$ cat src/rtl/cu_pkg.sv
//------------------------------------------------------------------------------
// Module      : cu_pkg
// Description : Shared definitions for the control unit: 5-bit instruction
//               opcodes, 4-bit ALU operation codes, FSM state encoding and
//               the decoded instruction class.
// Config      : CU_MULDIV_EN (consumed by cu_op_decode / control_unit)
// Revision    : 1.0 - initial release
//------------------------------------------------------------------------------
`default_nettype none

package cu_pkg;

  // Instruction opcodes, IR[31:27]
  localparam logic [4:0] c_OP_ADD  = 5'b00011;
  localparam logic [4:0] c_OP_SUB  = 5'b00100;
  localparam logic [4:0] c_OP_ADDI = 5'b01100;
  localparam logic [4:0] c_OP_MUL  = 5'b01111;
  localparam logic [4:0] c_OP_DIV  = 5'b10000;
  localparam logic [4:0] c_OP_JR   = 5'b10011;
  localparam logic [4:0] c_OP_JAL  = 5'b10100;
  localparam logic [4:0] c_OP_IN   = 5'b10101;
  localparam logic [4:0] c_OP_OUT  = 5'b10110;
  localparam logic [4:0] c_OP_NOP  = 5'b11010;
  localparam logic [4:0] c_OP_HALT = 5'b11011;

  // ALU operation codes driven on opCode
  localparam logic [3:0] c_ALU_NONE = 4'b0000;
  localparam logic [3:0] c_ALU_ADD  = 4'b0001;
  localparam logic [3:0] c_ALU_SUB  = 4'b0010;
  localparam logic [3:0] c_ALU_MUL  = 4'b0011;
  localparam logic [3:0] c_ALU_DIV  = 4'b0100;

  // Sequencer states
  typedef enum logic [3:0] {
    ST_RESET = 4'd0,
    ST_T0    = 4'd1,
    ST_T1    = 4'd2,
    ST_T2    = 4'd3,
    ST_T3    = 4'd4,
    ST_T4    = 4'd5,
    ST_T5    = 4'd6,
    ST_T6    = 4'd7,
    ST_HALT  = 4'd8
  } state_t;

  // Decoded instruction class
  typedef enum logic [3:0] {
    CL_ALU3   = 4'd0,
    CL_ALUI   = 4'd1,
    CL_MULDIV = 4'd2,
    CL_JR     = 4'd3,
    CL_JAL    = 4'd4,
    CL_IN     = 4'd5,
    CL_OUT    = 4'd6,
    CL_NOP    = 4'd7,
    CL_HALT   = 4'd8
  } iclass_t;

endpackage : cu_pkg

`default_nettype wire

$ cat src/rtl/control_unit_if.sv
//------------------------------------------------------------------------------
// Module      : control_unit_if
// Description : Control bundle between the sequencer and the datapath.
//               master : control_unit (drives strobes, reads IR / Stop)
//               slave  : datapath side (reads strobes, drives IR / Stop)
// Signals     : IR[31:0], Stop          - datapath -> sequencer
//               Run, bus drivers, register loads, incPC, read,
//               Gra/Grb/Grc, opCode[3:0] - sequencer -> datapath
// Revision    : 1.0 - initial release
//------------------------------------------------------------------------------
`default_nettype none

interface control_unit_if;

  logic [31:0] IR;
  logic        Stop;
  logic        Run;

  // Bus drivers
  logic        PCout, Zlowout, Zhighout, MDRout, Rout, Cout, In_Portout;
  // Register loads
  logic        PCin, MARin, MDRin, IRin, Yin, Zin, Rin, HIin, LOin;
  logic        Out_Portin, Lnkin;
  // Misc controls
  logic        incPC, read;
  logic        Gra, Grb, Grc;
  logic [3:0]  opCode;

  modport master (
    input  IR, Stop,
    output Run,
    output PCout, Zlowout, Zhighout, MDRout, Rout, Cout, In_Portout,
    output PCin, MARin, MDRin, IRin, Yin, Zin, Rin, HIin, LOin,
    output Out_Portin, Lnkin,
    output incPC, read, Gra, Grb, Grc, opCode
  );

  modport slave (
    output IR, Stop,
    input  Run,
    input  PCout, Zlowout, Zhighout, MDRout, Rout, Cout, In_Portout,
    input  PCin, MARin, MDRin, IRin, Yin, Zin, Rin, HIin, LOin,
    input  Out_Portin, Lnkin,
    input  incPC, read, Gra, Grb, Grc, opCode
  );

endinterface : control_unit_if

`default_nettype wire

$ cat src/rtl/cu_op_decode.sv
//------------------------------------------------------------------------------
// Module      : cu_op_decode
// Description : Combinational decode of the latched opcode into an
//               instruction class and the ALU operation for T4.
// Ports       : i_opcode[4:0] - latched IR[31:27]
//               o_class       - instruction class (iclass_t)
//               o_alu_op[3:0] - ALU operation code
// Config      : CU_MULDIV_EN - when undefined, mul/div decode as nop
// Revision    : 1.0 - initial release
//------------------------------------------------------------------------------
`default_nettype none

module cu_op_decode
  import cu_pkg::*;
(
  input  wire logic [4:0] i_opcode,
  output iclass_t         o_class,
  output logic [3:0]      o_alu_op
);

  always_comb begin
    // Anything not listed (including nop itself) behaves as nop
    o_class  = CL_NOP;
    o_alu_op = c_ALU_NONE;
    case (i_opcode)
      c_OP_ADD:  begin o_class = CL_ALU3; o_alu_op = c_ALU_ADD; end
      c_OP_SUB:  begin o_class = CL_ALU3; o_alu_op = c_ALU_SUB; end
      c_OP_ADDI: begin o_class = CL_ALUI; o_alu_op = c_ALU_ADD; end
`ifdef CU_MULDIV_EN
      c_OP_MUL:  begin o_class = CL_MULDIV; o_alu_op = c_ALU_MUL; end
      c_OP_DIV:  begin o_class = CL_MULDIV; o_alu_op = c_ALU_DIV; end
`endif
      c_OP_JR:   o_class = CL_JR;
      c_OP_JAL:  o_class = CL_JAL;
      c_OP_IN:   o_class = CL_IN;
      c_OP_OUT:  o_class = CL_OUT;
      c_OP_HALT: o_class = CL_HALT;
      default:   o_class = CL_NOP;
    endcase
  end

endmodule : cu_op_decode

`default_nettype wire

$ cat src/rtl/control_unit.sv
//------------------------------------------------------------------------------
// Module      : control_unit
// Description : Hardwired fetch/decode/execute sequencer for the RISC
//               datapath. One state per clock; Moore outputs decoded from
//               the state register and the opcode latched at T2->T3.
// Ports       : clk  - system clock, rising edge
//               clr  - asynchronous active-high reset
//               bus  - control_unit_if.master (IR/Stop in, strobes out)
// Config      : CU_MULDIV_EN - enables mul/div (T5 LOin, T6 HIin); when
//               undefined mul/div decode as nop and HIin/LOin stay 0
// Revision    : 1.0 - initial release
//------------------------------------------------------------------------------
`default_nettype none

module control_unit
  import cu_pkg::*;
(
  input  wire logic            clk,
  input  wire logic            clr,
  control_unit_if.master       bus
);

  state_t      r_state;
  state_t      w_next;
  logic [4:0]  r_opcode;
  iclass_t     w_class;
  logic [3:0]  w_alu_op;
  state_t      w_t0_or_halt;
  logic        w_unused_ir;

  // Only the opcode field is used by the sequencer
  assign w_unused_ir = ^bus.IR[26:0];

  cu_op_decode u_decode (
    .i_opcode (r_opcode),
    .o_class  (w_class),
    .o_alu_op (w_alu_op)
  );

  // Every transition into T0 is an instruction boundary where Stop is honoured
  assign w_t0_or_halt = bus.Stop ? ST_HALT : ST_T0;

  always_ff @(posedge clk or posedge clr) begin
    if (clr) begin
      r_state  <= ST_RESET;
      r_opcode <= 5'd0;
    end else begin
      r_state <= w_next;
      if (r_state == ST_T2)
        r_opcode <= bus.IR[31:27];
    end
  end

  // Next-state logic
  always_comb begin
    w_next = r_state;
    case (r_state)
      ST_RESET: w_next = w_t0_or_halt;
      ST_T0:    w_next = ST_T1;
      ST_T1:    w_next = ST_T2;
      ST_T2:    w_next = ST_T3;
      ST_T3: begin
        case (w_class)
          CL_ALU3, CL_ALUI, CL_MULDIV, CL_JAL: w_next = ST_T4;
          CL_HALT:                             w_next = ST_HALT;
          default:                             w_next = w_t0_or_halt;
        endcase
      end
      ST_T4: begin
        if (w_class == CL_JAL) w_next = w_t0_or_halt;
        else                   w_next = ST_T5;
      end
      ST_T5: begin
        if (w_class == CL_MULDIV) w_next = ST_T6;
        else                      w_next = w_t0_or_halt;
      end
      ST_T6:    w_next = w_t0_or_halt;
      ST_HALT:  w_next = ST_HALT;
      default:  w_next = ST_RESET;
    endcase
  end

  // Moore output decode
  always_comb begin
    bus.Run        = 1'b0;
    bus.PCout      = 1'b0;
    bus.Zlowout    = 1'b0;
    bus.Zhighout   = 1'b0;
    bus.MDRout     = 1'b0;
    bus.Rout       = 1'b0;
    bus.Cout       = 1'b0;
    bus.In_Portout = 1'b0;
    bus.PCin       = 1'b0;
    bus.MARin      = 1'b0;
    bus.MDRin      = 1'b0;
    bus.IRin       = 1'b0;
    bus.Yin        = 1'b0;
    bus.Zin        = 1'b0;
    bus.Rin        = 1'b0;
    bus.HIin       = 1'b0;
    bus.LOin       = 1'b0;
    bus.Out_Portin = 1'b0;
    bus.Lnkin      = 1'b0;
    bus.incPC      = 1'b0;
    bus.read       = 1'b0;
    bus.Gra        = 1'b0;
    bus.Grb        = 1'b0;
    bus.Grc        = 1'b0;
    bus.opCode     = c_ALU_NONE;

    bus.Run = (r_state != ST_RESET) && (r_state != ST_HALT);

    case (r_state)
      ST_T0: begin
        bus.PCout = 1'b1; bus.MARin = 1'b1; bus.incPC = 1'b1; bus.Zin = 1'b1;
      end
      ST_T1: begin
        bus.Zlowout = 1'b1; bus.PCin = 1'b1; bus.read = 1'b1; bus.MDRin = 1'b1;
      end
      ST_T2: begin
        bus.MDRout = 1'b1; bus.IRin = 1'b1;
      end
      ST_T3: begin
        case (w_class)
          CL_ALU3, CL_ALUI, CL_MULDIV: begin
            bus.Grb = 1'b1; bus.Rout = 1'b1; bus.Yin = 1'b1;
          end
          CL_JR:  begin bus.Gra = 1'b1; bus.Rout = 1'b1; bus.PCin = 1'b1; end
          CL_JAL: begin bus.PCout = 1'b1; bus.Lnkin = 1'b1; end
          CL_IN:  begin bus.Gra = 1'b1; bus.Rin = 1'b1; bus.In_Portout = 1'b1; end
          CL_OUT: begin bus.Gra = 1'b1; bus.Rout = 1'b1; bus.Out_Portin = 1'b1; end
          default: ;
        endcase
      end
      ST_T4: begin
        case (w_class)
          CL_ALU3, CL_MULDIV: begin
            bus.Grc = 1'b1; bus.Rout = 1'b1; bus.Zin = 1'b1; bus.opCode = w_alu_op;
          end
          CL_ALUI: begin
            bus.Cout = 1'b1; bus.Zin = 1'b1; bus.opCode = w_alu_op;
          end
          CL_JAL: begin bus.Gra = 1'b1; bus.Rout = 1'b1; bus.PCin = 1'b1; end
          default: ;
        endcase
      end
      ST_T5: begin
        if (w_class == CL_MULDIV) begin
`ifdef CU_MULDIV_EN
          bus.Zlowout = 1'b1; bus.LOin = 1'b1;
`endif
        end else begin
          bus.Zlowout = 1'b1; bus.Gra = 1'b1; bus.Rin = 1'b1;
        end
      end
      ST_T6: begin
`ifdef CU_MULDIV_EN
        bus.Zhighout = 1'b1; bus.HIin = 1'b1;
`endif
      end
      default: ;
    endcase
  end

endmodule : control_unit

`default_nettype wire

$ cat src/flat_wrapper.sv
// flat-port wrapper written by rule: the top's interface ports become plain ports
module control_unit_flat import cu_pkg::*;
  (clk, clr, bus_IR, bus_Stop, bus_Run, bus_PCout, bus_Zlowout, bus_Zhighout, bus_MDRout, bus_Rout, bus_Cout, bus_In_Portout, bus_PCin, bus_MARin, bus_MDRin, bus_IRin, bus_Yin, bus_Zin, bus_Rin, bus_HIin, bus_LOin, bus_Out_Portin, bus_Lnkin, bus_incPC, bus_read, bus_Gra, bus_Grb, bus_Grc, bus_opCode);
  control_unit_if bus_i ();
  input  wire logic clk;
  input  wire logic clr;
  input wire logic [$bits(bus_i.IR)-1:0] bus_IR;
  input wire logic [$bits(bus_i.Stop)-1:0] bus_Stop;
  output wire logic [$bits(bus_i.Run)-1:0] bus_Run;
  output wire logic [$bits(bus_i.PCout)-1:0] bus_PCout;
  output wire logic [$bits(bus_i.Zlowout)-1:0] bus_Zlowout;
  output wire logic [$bits(bus_i.Zhighout)-1:0] bus_Zhighout;
  output wire logic [$bits(bus_i.MDRout)-1:0] bus_MDRout;
  output wire logic [$bits(bus_i.Rout)-1:0] bus_Rout;
  output wire logic [$bits(bus_i.Cout)-1:0] bus_Cout;
  output wire logic [$bits(bus_i.In_Portout)-1:0] bus_In_Portout;
  output wire logic [$bits(bus_i.PCin)-1:0] bus_PCin;
  output wire logic [$bits(bus_i.MARin)-1:0] bus_MARin;
  output wire logic [$bits(bus_i.MDRin)-1:0] bus_MDRin;
  output wire logic [$bits(bus_i.IRin)-1:0] bus_IRin;
  output wire logic [$bits(bus_i.Yin)-1:0] bus_Yin;
  output wire logic [$bits(bus_i.Zin)-1:0] bus_Zin;
  output wire logic [$bits(bus_i.Rin)-1:0] bus_Rin;
  output wire logic [$bits(bus_i.HIin)-1:0] bus_HIin;
  output wire logic [$bits(bus_i.LOin)-1:0] bus_LOin;
  output wire logic [$bits(bus_i.Out_Portin)-1:0] bus_Out_Portin;
  output wire logic [$bits(bus_i.Lnkin)-1:0] bus_Lnkin;
  output wire logic [$bits(bus_i.incPC)-1:0] bus_incPC;
  output wire logic [$bits(bus_i.read)-1:0] bus_read;
  output wire logic [$bits(bus_i.Gra)-1:0] bus_Gra;
  output wire logic [$bits(bus_i.Grb)-1:0] bus_Grb;
  output wire logic [$bits(bus_i.Grc)-1:0] bus_Grc;
  output wire logic [$bits(bus_i.opCode)-1:0] bus_opCode;
  assign bus_i.IR = bus_IR;
  assign bus_i.Stop = bus_Stop;
  assign bus_Run = bus_i.Run;
  assign bus_PCout = bus_i.PCout;
  assign bus_Zlowout = bus_i.Zlowout;
  assign bus_Zhighout = bus_i.Zhighout;
  assign bus_MDRout = bus_i.MDRout;
  assign bus_Rout = bus_i.Rout;
  assign bus_Cout = bus_i.Cout;
  assign bus_In_Portout = bus_i.In_Portout;
  assign bus_PCin = bus_i.PCin;
  assign bus_MARin = bus_i.MARin;
  assign bus_MDRin = bus_i.MDRin;
  assign bus_IRin = bus_i.IRin;
  assign bus_Yin = bus_i.Yin;
  assign bus_Zin = bus_i.Zin;
  assign bus_Rin = bus_i.Rin;
  assign bus_HIin = bus_i.HIin;
  assign bus_LOin = bus_i.LOin;
  assign bus_Out_Portin = bus_i.Out_Portin;
  assign bus_Lnkin = bus_i.Lnkin;
  assign bus_incPC = bus_i.incPC;
  assign bus_read = bus_i.read;
  assign bus_Gra = bus_i.Gra;
  assign bus_Grb = bus_i.Grb;
  assign bus_Grc = bus_i.Grc;
  assign bus_opCode = bus_i.opCode;
  control_unit u_core (.clk(clk), .clr(clr), .bus(bus_i));
endmodule
$ cat config.mk
export PLATFORM = sky130hd
export DESIGN_NAME = control_unit_flat
export DESIGN_NICKNAME = d
export VERILOG_FILES = /design/src/rtl/cu_pkg.sv /design/src/rtl/control_unit_if.sv /design/src/rtl/cu_op_decode.sv /design/src/rtl/control_unit.sv /design/src/flat_wrapper.sv
export SDC_FILE = /design/constraint.sdc
export NUM_CORES = 1
export LEC_CHECK = 0
export ABC_AREA = 1
export CAP_MARGIN = 20
export CORE_MARGIN = 10
export CORE_UTILIZATION = 36
export DETAILED_ROUTE_END_ITERATION = 16
export MAX_ROUTING_LAYER = met4
export PLACE_DENSITY = 0.94
export REMOVE_ABC_BUFFERS = 1
export SETUP_SLACK_MARGIN = 0.5
export SYNTH_ARGS = -nofsm -noshare
export SYNTH_HDL_FRONTEND = slang
export SYNTH_SLANG_ARGS = --single-unit
$ cat constraint.sdc
create_clock -name clk -period 4.4 [get_ports clk]
set_clock_uncertainty 0.1 [all_clocks]
set_input_delay 0.66 -clock clk [delete_from_list [all_inputs] [get_ports clk]]
set_output_delay 0.66 -clock clk [all_outputs]
set_load 0.05 [all_outputs]
==> metrics.md, run 1 <==
| Metric | Value |
|---|---|
| Worst Path Arrival | `2.34 ns` |
| Simple logic cell fraction of the synthesized area | `42.1%` |
| Synth cell count leaders | `nand2_1, inv_1, nand3_1` |
| Final Hold Fails | `0` |
| Number of clock sinks | `9` |
| Largest family of logic cells by synthesized area | `simple AND/OR/NAND/NOR gates` |
| Antenna-violating nets left | `0` |
| TritonCTS buffer count | `3` |
| Fin cells | `between 150 and 200` |
| Overall die height | `a little under 70 um` |
| Worst VDD drop | `0.325 mV` |
| M2 GR Usage | `19.2%` |
| Cell area after synthesis | `826 um2` |
| Synthesis Warnings | `0` |
| Final period utilization | `70.4%` |
| Top cell type's share of synthesized area | `a little over a quarter` |
| Setup crit start kind | `register` |
| Hold Crit Start | `u_core.r_opcode[1]` |
| Worst setup EP type | `output port` |
| Post-synthesis mux area share | `2.73%` |
| Slew HR | `65.8%` |
| Die width | `67.9 um` |
| Setup TNS | `0 ns` |
| CTS max path bufs | `2` |
| Largest net degree at the start of global routing | `12` |
| Syn avg cell area | `6.35 um2` |
| Cell Pwr Density | `about 620 nW/um2` |
| First drt pass iteration count | `5` |
| Share of flip-flops with an asynchronous set or reset | `100%` |
| Fmax | `approximately 0.32 GHz` |
| Postcts setup bufs | `0` |
| Remaining Overflow, GRT | `0` |
| Total core area | `between 2000 and 2500 um2` |
| Synth Area in XOR/XNOR | `0%` |
| CTS H-Tree Depth | `1` |
| # IOs | `63` |
| Drt drc | `0` |
| CTS root buffer | `clkbuf_4` |
| Adder-cell share of the synthesized area | `0%` |
| GP Congestion | `0.916` |
| Via count | `about 910` |
| Number of flops mapped to enable cells by yosys | `0` |
| Fin area | `1130 um2` |
| Worst-path maximum fanout | `5` |
| Clk_lat worst skew | `0.27 ns` |
| Global Route met3 Usage | `3.75%` |
| Fraction of layout cells with a size suffix above 1 | `9.43%` |
| Vias per inst | `4.87` |
| Initial DRC count | `73` |
| Hold_buf cts | `0` |
| Post-cts resize count | `0` |
| Max_cap viols | `0` |
| Max-slew violations | `0` |
| First-pass GRT wire length | `3900 um` |
| Synth area leaders | `dfrtp_1, nand2_1, nand3_1, inv_1, buf_4` |
| Final #Nets | `a little under 200` |
| M1 GR Usage | `between 10 and 15%` |
| Dpl cells | `183` |
| Fillers | `225` |
| Yosys top cell by area | `dfrtp_1` |
| Synth cell types | `22` |
| Setup Crit Path Kind | `register to output port` |
| IO buf count | `30` |
| Hold Crit Class | `register to register` |
| Complex-gate fraction of the synthesized area | `9.70%` |
| CP startpoint | `u_core.r_opcode[1]` |
| Cell Area, Placed | `1110 um2` |
| Most numerous cell in the Yosys netlist | `nand2_1` |
| Lkg Pwr | `a little under 0.6 nW` |
| Main flop type after synthesis | `dfrtp_1` |
| Synthesized instance count | `130` |
| Diode count | `0` |
| Antenna violations before repair | `0` |
| Synth-to-Final Area Change | `37.4%` |
| Initial core utilization | `37.7%` |
| Final Critical Period | `~3.1 ns` |
| CTS tree | `yes` |
| Final setup vio count | `0` |
| Vias in the first global route | `898` |
| Die Area | `~4600 um2` |
| CP required | `3.64 ns` |
| Post-DP HPWL | `1850 um` |
| Sequential area share after synthesis | `between 20% and 30%` |
| Launch point of the worst reg-to-reg path | `u_core.r_state[3]` |
| Routed wire length | `2220 um` |
| Most Used Layer, Global Route | `met2` |
| GRT Total Usage | `10.9%` |
| Slew @ Worst Pin | `0.512 ns` |
| WL/cell | `11.9 um` |
| Row count | `17` |
| Outcome | `finished, final reports clean` |
| RSZ-0062 raised after global routing | `false` |
| FF+latch count, synth | `9` |
| Worst-path clk slew | `0.06 ns` |
layout by cell type, fill, tap and decap left out, drive strengths merged:
| master | count |
|---|---|
| nand3 | 19 |
| inv | 21 |
| a21oi | 2 |
| o21ai | 9 |
| o21bai | 1 |
| nor2 | 18 |
| o22ai | 1 |
| conb | 5 |
| nor3 | 1 |
| nand4 | 3 |
| nand2 | 32 |
| clkdlybuf4s50 | 30 |
| clkbuf | 4 |
| and2 | 1 |
| dfrtp | 9 |
| mux2 | 2 |
| o211ai | 1 |
critical path, stage by stage, from the launching register on:
cell	delay, ns
dfrtp_1	0.41
nor2_1	0.24
nand3_1	0.26
nand2_1	0.11
nor2_1	0.05
o21ai_0	0.15
clkdlybuf4s50_1	0.84
power by group:
group          total [mW]  switching [mW]  internal (mW)
Sequential          0.167          0.0463          0.120
Clock              0.0641          0.0292         0.0350
Combinational       0.468           0.321          0.147
Total               0.699           0.397          0.303
area by class of cell:
cell class                 count  area, um2  area share [%]
multi-input combinational     95        469            41.3
timing repair buffer          30        300            26.5
sequential                     9        225            19.8
inverter                      21       78.8            6.95
tap                           28       35.0            3.09
clock buffer                   4       26.3            2.32
cells by family (layout without fill, tap and decap cells):
group / Yosys count / count (layout)
and+or+nand+nor: 74 / 74
buffers and inverters: 30 / 55
AOI/OAI and AO/OA: 14 / 14
DFF: 9 / 9
muxes: 2 / 2
other: 1 / 5
path summary, 6_finish.rpt:
kind / end / slack [ns] / cells past startpoint
min in group asynchronous: u_core.r_state[1] / 0.57 / 2
hold reg to reg: u_core.r_opcode[1] / 0.50 / 1
hold / removal: u_core.r_opcode[1] / 0.50 / 1
setup / recovery: bus_Zin / 1.30 / 6
setup reg to reg: u_core.r_opcode[1] / 2.93 / 4
max in group asynchronous: u_core.r_opcode[0] / 3.37 / 2
stage by stage:
step	util [%]	setup WS (ns)	power, mW	hold WS [ns]
4_1_cts	51.8	1.32	0.702	0.496
3_5_place_dp	50.6	1.62	0.635	0.483
5_1_grt	51.8	1.05	0.763	0.554
6_report	51.8	1.30	0.699	0.497
2_1_floorplan	-	0.0703	0.508	0.388
3_3_place_gp	50.6	1.65	0.625	0.473
registers in the layout, indices dropped and copies added (netlist names):
signal / flops
u_core.r_state: 4
u_core.r_opcode: 5
metal layers:
metal	up-vias	share of wire (%)
met4	0	0.94
met2	32	52
met1	414	38
met3	4	9.4
met5	-	0
li1	461	-
Power figures use the tool's default switching activity.
==> run 2: changes to the inputs <==
Settings changed: CORE_UTILIZATION 36 to 33, PLACE_DENSITY 0.94 to 0.88.
Clock period 4.4 ns to 3.11 ns, I/O delays scaled along.
==> metrics.md, run 2 (same netlist as run 1, synthesis figures left out) <==
| Metric | Value |
|---|---|
| Lkg Pwr | `0.703 nW (was 0.596 nW)` |
| Drt drc | `0 (unchanged)` |
| Routed wire length | `2230 um (was 2220 um)` |
| First-pass GRT wire length | `4130 um (was 3900 um)` |
| Most frequent cells in the layout | `nand2_1, inv_1, nand3_1 (was nand2_1, clkdlybuf4s50_1, inv_1)` |
| Antenna violations before repair | `0 (unchanged)` |
| Final Hold Fails | `0 (unchanged)` |
| Fin area | `1090 um2 (was 1130 um2)` |
| Cell Area, Placed | `1110 um2 (about the same)` |
| # IOs | `63 (unchanged)` |
| CP delay by family, top | `buffers and inverters (unchanged)` |
| Setup TNS | `0 ns (unchanged)` |
| Initial DRC count | `64 (was 73)` |
| Total core area | `2430 um2 (was 2190 um2)` |
| First drt pass iteration count | `4 (was 5)` |
| Biggest regs | `u_core.r_opcode (5), u_core.r_state (4) (unchanged)` |
| Worst r2r path cells | `4 (unchanged)` |
| GRT Total Usage | `9.81% (was 10.9%)` |
| Final #Nets | `195 (unchanged)` |
| RSZ-0062 raised after global routing | `false (unchanged)` |
| CTS tree | `yes (unchanged)` |
| Max_cap viols | `0 (unchanged)` |
| Area of the multi-input gates | `469 um2 (unchanged)` |
| Worst setup EP type | `output port (unchanged)` |
| Slew @ Worst Pin | `0.509 ns (was 0.512 ns)` |
| Max reg flops | `5 (unchanged)` |
| Cell Pwr Density | `886 nW/um2 (was 616 nW/um2)` |
| Clk_lat worst skew | `0.26 ns (was 0.27 ns)` |
| FF+latch area | `225 um2 (unchanged)` |
| Largest net degree at the start of global routing | `12 (unchanged)` |
| Post-cts resize count | `19 (was 0)` |
| Remaining Overflow, GRT | `0 (unchanged)` |
| Worst-path maximum fanout | `7 (was 5)` |
| Final period utilization | `between 70% and 80%` |
| Vias per inst | `4.85 (was 4.87)` |
| CP cell instances | `nor2_1, nand2_2, o21ai_0, dlygate4sd2_1 (was nor2_1, nand3_1, nand2_1, nor2_1, o21ai_0, clkdlybuf4s50_1)` |
| Cell with the largest stage delay on the worst path | `dlygate4sd2_1 (was clkdlybuf4s50_1)` |
| Overall die height | `70.0 um (was 67.9 um)` |
| Final setup vio count | `0 (unchanged)` |
| Fraction of layout cells with a size suffix above 1 | `15.1% (was 9.43%)` |
| Row count | `18 (was 17)` |
| Fmax | `0.411 GHz` |
| Reg2reg setup slack | `1.63 ns (was 2.93 ns)` |
| Worst-path clk slew | `0.06 ns (about the same)` |
| CTS root buffer | `clkbuf_4 (unchanged)` |
| Diode count | `0 (unchanged)` |
| CTS H-Tree Depth | `1 (unchanged)` |
| Worst VDD drop | `0.578 mV (was 0.325 mV)` |
| Die Area | `4900 um2 (was 4610 um2)` |
| Worst r2r dst | `u_core.r_opcode[1] (unchanged)` |
| Crit-path max cell delay | `0.55 ns (was 0.84 ns)` |
| Setup Crit Path Kind | `register to output port (unchanged)` |
| WL/cell | `11.8 um (was 11.9 um)` |
| CTS max path bufs | `2 (unchanged)` |
| Setup crit start kind | `register (unchanged)` |
| Postcts setup bufs | `0 (unchanged)` |
| CP required | `2.54 ns (was 3.64 ns)` |
| GP Congestion | `0.874 (was 0.916)` |
| Slew HR | `66.0% (was 65.8%)` |
| Commonest non-fill, non-tap cell in the layout | `nand2_1` |
| Worst Path Arrival | `1.87 ns (was 2.34 ns)` |
| WP depth | `4 (was 6)` |
| Reg with most FFs | `u_core.r_opcode (unchanged)` |
| Outcome | `finished, final reports clean (unchanged)` |
| TritonCTS buffer count | `3 (unchanged)` |
| Hold Crit Class | `input port to async pin (was register to register)` |
| Launch point of the worst reg-to-reg path | `u_core.r_state[3] (unchanged)` |
| Via count | `917 (was 911)` |
| Hold_buf cts | `0 (unchanged)` |
| Fillers | `258 (was 225)` |
| Final Critical Period | `2.44 ns` |
| Initial core utilization | `34.0% (was 37.7%)` |
| Post-DP HPWL | `1840 um (was 1850 um)` |
| WP buf/inv | `1 (unchanged)` |
| Synth-to-Final Area Change | `31.7% (was 37.4%)` |
| Number of clock sinks | `9 (unchanged)` |
| Max-slew violations | `0 (unchanged)` |
| Antenna-violating nets left | `0 (unchanged)` |
| Die width | `70.0 um (was 67.9 um)` |
| Vias in the first global route | `929 (was 898)` |
| IO buf count | `30 (unchanged)` |
run 2: area by class of cell:
cell class	instances	area share (%)
clock buffers	4	2.42
inverters	21	7.25
multi-input cells	95	43.2
flip-flops and latches	9	20.7
well taps	30	3.45
repair buffers	30	23.0
run 2: how the worst max path moves through the flow:
stage / start / to / slack, ns
2_1_floorplan: u_core.r_state[3] / bus_PCout / -1.03
3_3_place_gp: u_core.r_opcode[1] / bus_Yin / 0.57
3_5_place_dp: u_core.r_state[3] / bus_PCout / 0.54
4_1_cts: u_core.r_opcode[1] / bus_Grb / 0.55
5_1_grt: u_core.r_state[1] / bus_Rin / 0.51
6_report: u_core.r_state[1] / bus_Rin / 0.67
run 2: stage by stage:
step           cells  worst slack, ns  power, mW  hold WS, ns  util [%]
6_report         189            0.675      0.963        0.361      44.7
3_3_place_gp     185            0.569      0.885        0.476      45.7
2_1_floorplan    125            -1.03      0.719        0.194         -
3_5_place_dp     185            0.536      0.898        0.497      45.7
5_1_grt          189            0.510       1.05        0.408      44.7
4_1_cts          189            0.548      0.971        0.376      45.8
run 2: per-layer routing:
layer / global-route usage (%) / vias to the layer above / routed length (um)
met4: 2.63 / 0 / 31
met2: 17.3 / 40 / 1140
met3: 2.12 / 4 / 142
met5: - / - / 0
met1: 10.8 / 413 / 916
li1: - / 460 / -
run 2: report_power, final:
part,internal (mW),switching [mW]
clock network,0.0496,0.0436
registers,0.170,0.0668
logic,0.180,0.453
total,0.400,0.563
==> run 3: changes to the inputs <==
Clock period 3.11 ns to 2.35 ns, I/O delays scaled along.
==> metrics.md, run 3 (same netlist as run 1, synthesis figures left out) <==
| Metric | Value |
|---|---|
| RSZ-0062 raised after global routing | `true (was false)` |
| Vias per inst | `5.14 (was 4.85)` |
| Fraction of layout cells with a size suffix above 1 | `56.2% (was 15.1%)` |
| Hold_buf cts | `0 (unchanged)` |
| Initial DRC count | `87 (was 64)` |
| Vias in the first global route | `1,117 (was 929)` |
| Core Util, Final | `66.2% (was 44.7%)` |
| Worst Path Arrival | `1.71 ns (was 1.87 ns)` |
| Synth-to-Final Area Change | `94.8% (was 31.7%)` |
| Setup TNS | `0 ns (unchanged)` |
| Post-DP HPWL | `1930 um (was 1840 um)` |
| Logic pwr share | `74.1% (was 65.7%)` |
| IO buf count | `30 (unchanged)` |
| Outcome | `finished, final reports clean (unchanged)` |
| Lkg Pwr | `0.804 nW (was 0.703 nW)` |
| Final #Nets | `214 (was 195)` |
| Antenna violations before repair | `0 (unchanged)` |
| First-pass GRT wire length | `4930 um (was 4130 um)` |
| Worst setup EP type | `output port (unchanged)` |
| Diode count | `0 (unchanged)` |
| Final Critical Period | `2.17 ns` |
| Hold Slack | `0.251 ns (was 0.361 ns)` |
| Drt drc | `0 (unchanged)` |
| WL/cell | `15.7 um (was 11.8 um)` |
| Worst-path clk slew | `0.08 ns (was 0.06 ns)` |
| Final period utilization | `92.2%` |
| First drt pass iteration count | `4 (unchanged)` |
| Via count | `1,069 (was 917)` |
| Largest net degree at the start of global routing | `10 (was 12)` |
| Cell Pwr Density | `1140 nW/um2 (was 886 nW/um2)` |
| Worst-path maximum fanout | `6 (was 7)` |
| Commonest non-fill, non-tap cell in the layout | `nand2_1 (unchanged)` |
| Dpl cells | `185 (unchanged)` |
| CP required | `1.90 ns (was 2.54 ns)` |
| Int Power | `825 uW (was 400 uW)` |
| WP buf/inv | `2 (was 1)` |
| Die Area | `4900 um2 (unchanged)` |
| Biggest regs | `u_core.r_opcode (5), u_core.r_state (4) (unchanged)` |
| Clock share of power | `7.1% (was 9.7%)` |
| CTS tree | `yes (unchanged)` |
| Final Hold Fails | `0 (unchanged)` |
| CTS H-Tree Depth | `1 (unchanged)` |
| Crit-path max cell delay | `0.40 ns (was 0.55 ns)` |
| Design Power | `1.84 mW (was 963 uW)` |
| Hold Crit Class | `input port to async pin (unchanged)` |
| Routed wire length | `3260 um (was 2230 um)` |
| Number of clock sinks | `9 (unchanged)` |
| Final worst slack | `0.184 ns (was 0.675 ns)` |
| Max-slew violations | `0 (unchanged)` |
| Fin area | `1610 um2 (was 1090 um2)` |
| Die width | `70.0 um (unchanged)` |
| Reg with most FFs | `u_core.r_opcode (unchanged)` |
| GP Congestion | `0.918 (was 0.874)` |
| Total core area | `2430 um2 (unchanged)` |
| Most frequent cells in the layout | `nand2_1, buf_4, buf_12 (was nand2_1, inv_1, nand3_1)` |
| Cell with the largest stage delay on the worst path | `dfrtp_1 (was dlygate4sd2_1)` |
| Setup crit start kind | `register (unchanged)` |
| Antenna-violating nets left | `0 (unchanged)` |
| Initial core utilization | `34.0% (unchanged)` |
| Cell Area, Placed | `1210 um2 (was 1110 um2)` |
| Max reg flops | `5 (unchanged)` |
| Worst VDD drop | `0.726 mV (was 0.578 mV)` |
| Fin cells | `208 (was 189)` |
| Clk_lat worst skew | `0.27 ns (was 0.26 ns)` |
| # IOs | `63 (unchanged)` |
| Flop pwr share | `18.8% (was 24.6%)` |
| Setup Crit Path Kind | `register to output port (unchanged)` |
| CP cell instances | `inv_2, nor2_4, nand4_1, nand2_1, o21ai_2, nand2_2, buf_12 (was nor2_1, nand2_2, o21ai_0, dlygate4sd2_1)` |
| Net Sw Frac | `55.1% (was 58.5%)` |
| CTS root buffer | `clkbuf_4 (unchanged)` |
| Remaining Overflow, GRT | `0 (unchanged)` |
| Max_cap viols | `0 (unchanged)` |
| GRT Total Usage | `12.0% (was 9.81%)` |
| Worst slack, placed | `0.400 ns (was 0.536 ns)` |
| Sw power | `1.01 mW (was 563 uW)` |
| Fmax | `0.462 GHz` |
| CP delay by family, top | `simple AND/OR/NAND/NOR gates (was buffers and inverters)` |
| CTS max path bufs | `2 (unchanged)` |
| TritonCTS buffer count | `3 (unchanged)` |
| Overall die height | `70.0 um (unchanged)` |
| Reg2reg setup slack | `0.55 ns (was 1.63 ns)` |
| Final setup vio count | `0 (unchanged)` |
| Row count | `18 (unchanged)` |
-- run 3: changes by cell type in the layout (fill, tap and decap cells not counted), moves of 6 or more --
cell / before / now
dlygate4sd2_1: 10 / 0
buf_12: 0 / 12
buf_6: 0 / 8
clkbuf_2: 9 / 0
dfrtp_2: 0 / 7
buf_4: 0 / 19
dfrtp_1: 9 / 2
nor2_1: 14 / 6
inv_2: 2 / 8
nand3_1: 18 / 10
inv_1: 19 / 11
-- run 3: timing repair --
item,4_1_cts,5_1_grt
setup buffers,8,11
endpoints found under the setup margin,22,21
pin swaps,5,13
resized for setup,48,28
-- run 3: per-layer routing --
layer,up-vias,track usage (%),wire length [um]
li1,503,-,-
met1,509,12.0,1150
met2,48,22.6,1830
met3,9,2.54,211
met4,0,3.51,63
met5,-,-,0
-- run 3: path summary, 6_finish.rpt --
path                                    start  depth (start not counted)                  to
hold / removal                            clr                          2   u_core.r_state[0]
hold reg to reg            u_core.r_opcode[3]                          1  u_core.r_opcode[3]
setup reg to reg            u_core.r_state[2]                          8  u_core.r_opcode[1]
min in group clk           u_core.r_opcode[3]                          1  u_core.r_opcode[3]
max in group asynchronous                 clr                          2  u_core.r_opcode[3]
setup / recovery           u_core.r_opcode[2]                          7            bus_Rout
-- run 3: area by class of cell --
type | count | area [um2]
fill | 193 | 823
multi-input combinational | 95 | 642
timing repair buffer | 49 | 584
sequential | 9 | 234
inverter | 21 | 83.8
tap | 30 | 37.5
clock buffer | 3 | 22.5
clock inverter | 1 | 5.00
-- run 3: power groups by stage --
stage | clock (mW) | combinational [mW] | sequential, mW
after floorplan | 0 | 0.651 | 0.299
after global placement | 0 | 0.907 | 0.311
after detailed placement | 0 | 0.927 | 0.315
after CTS | 0.126 | 1.12 | 0.333
after global routing | 0.137 | 1.45 | 0.355
final | 0.131 | 1.36 | 0.346
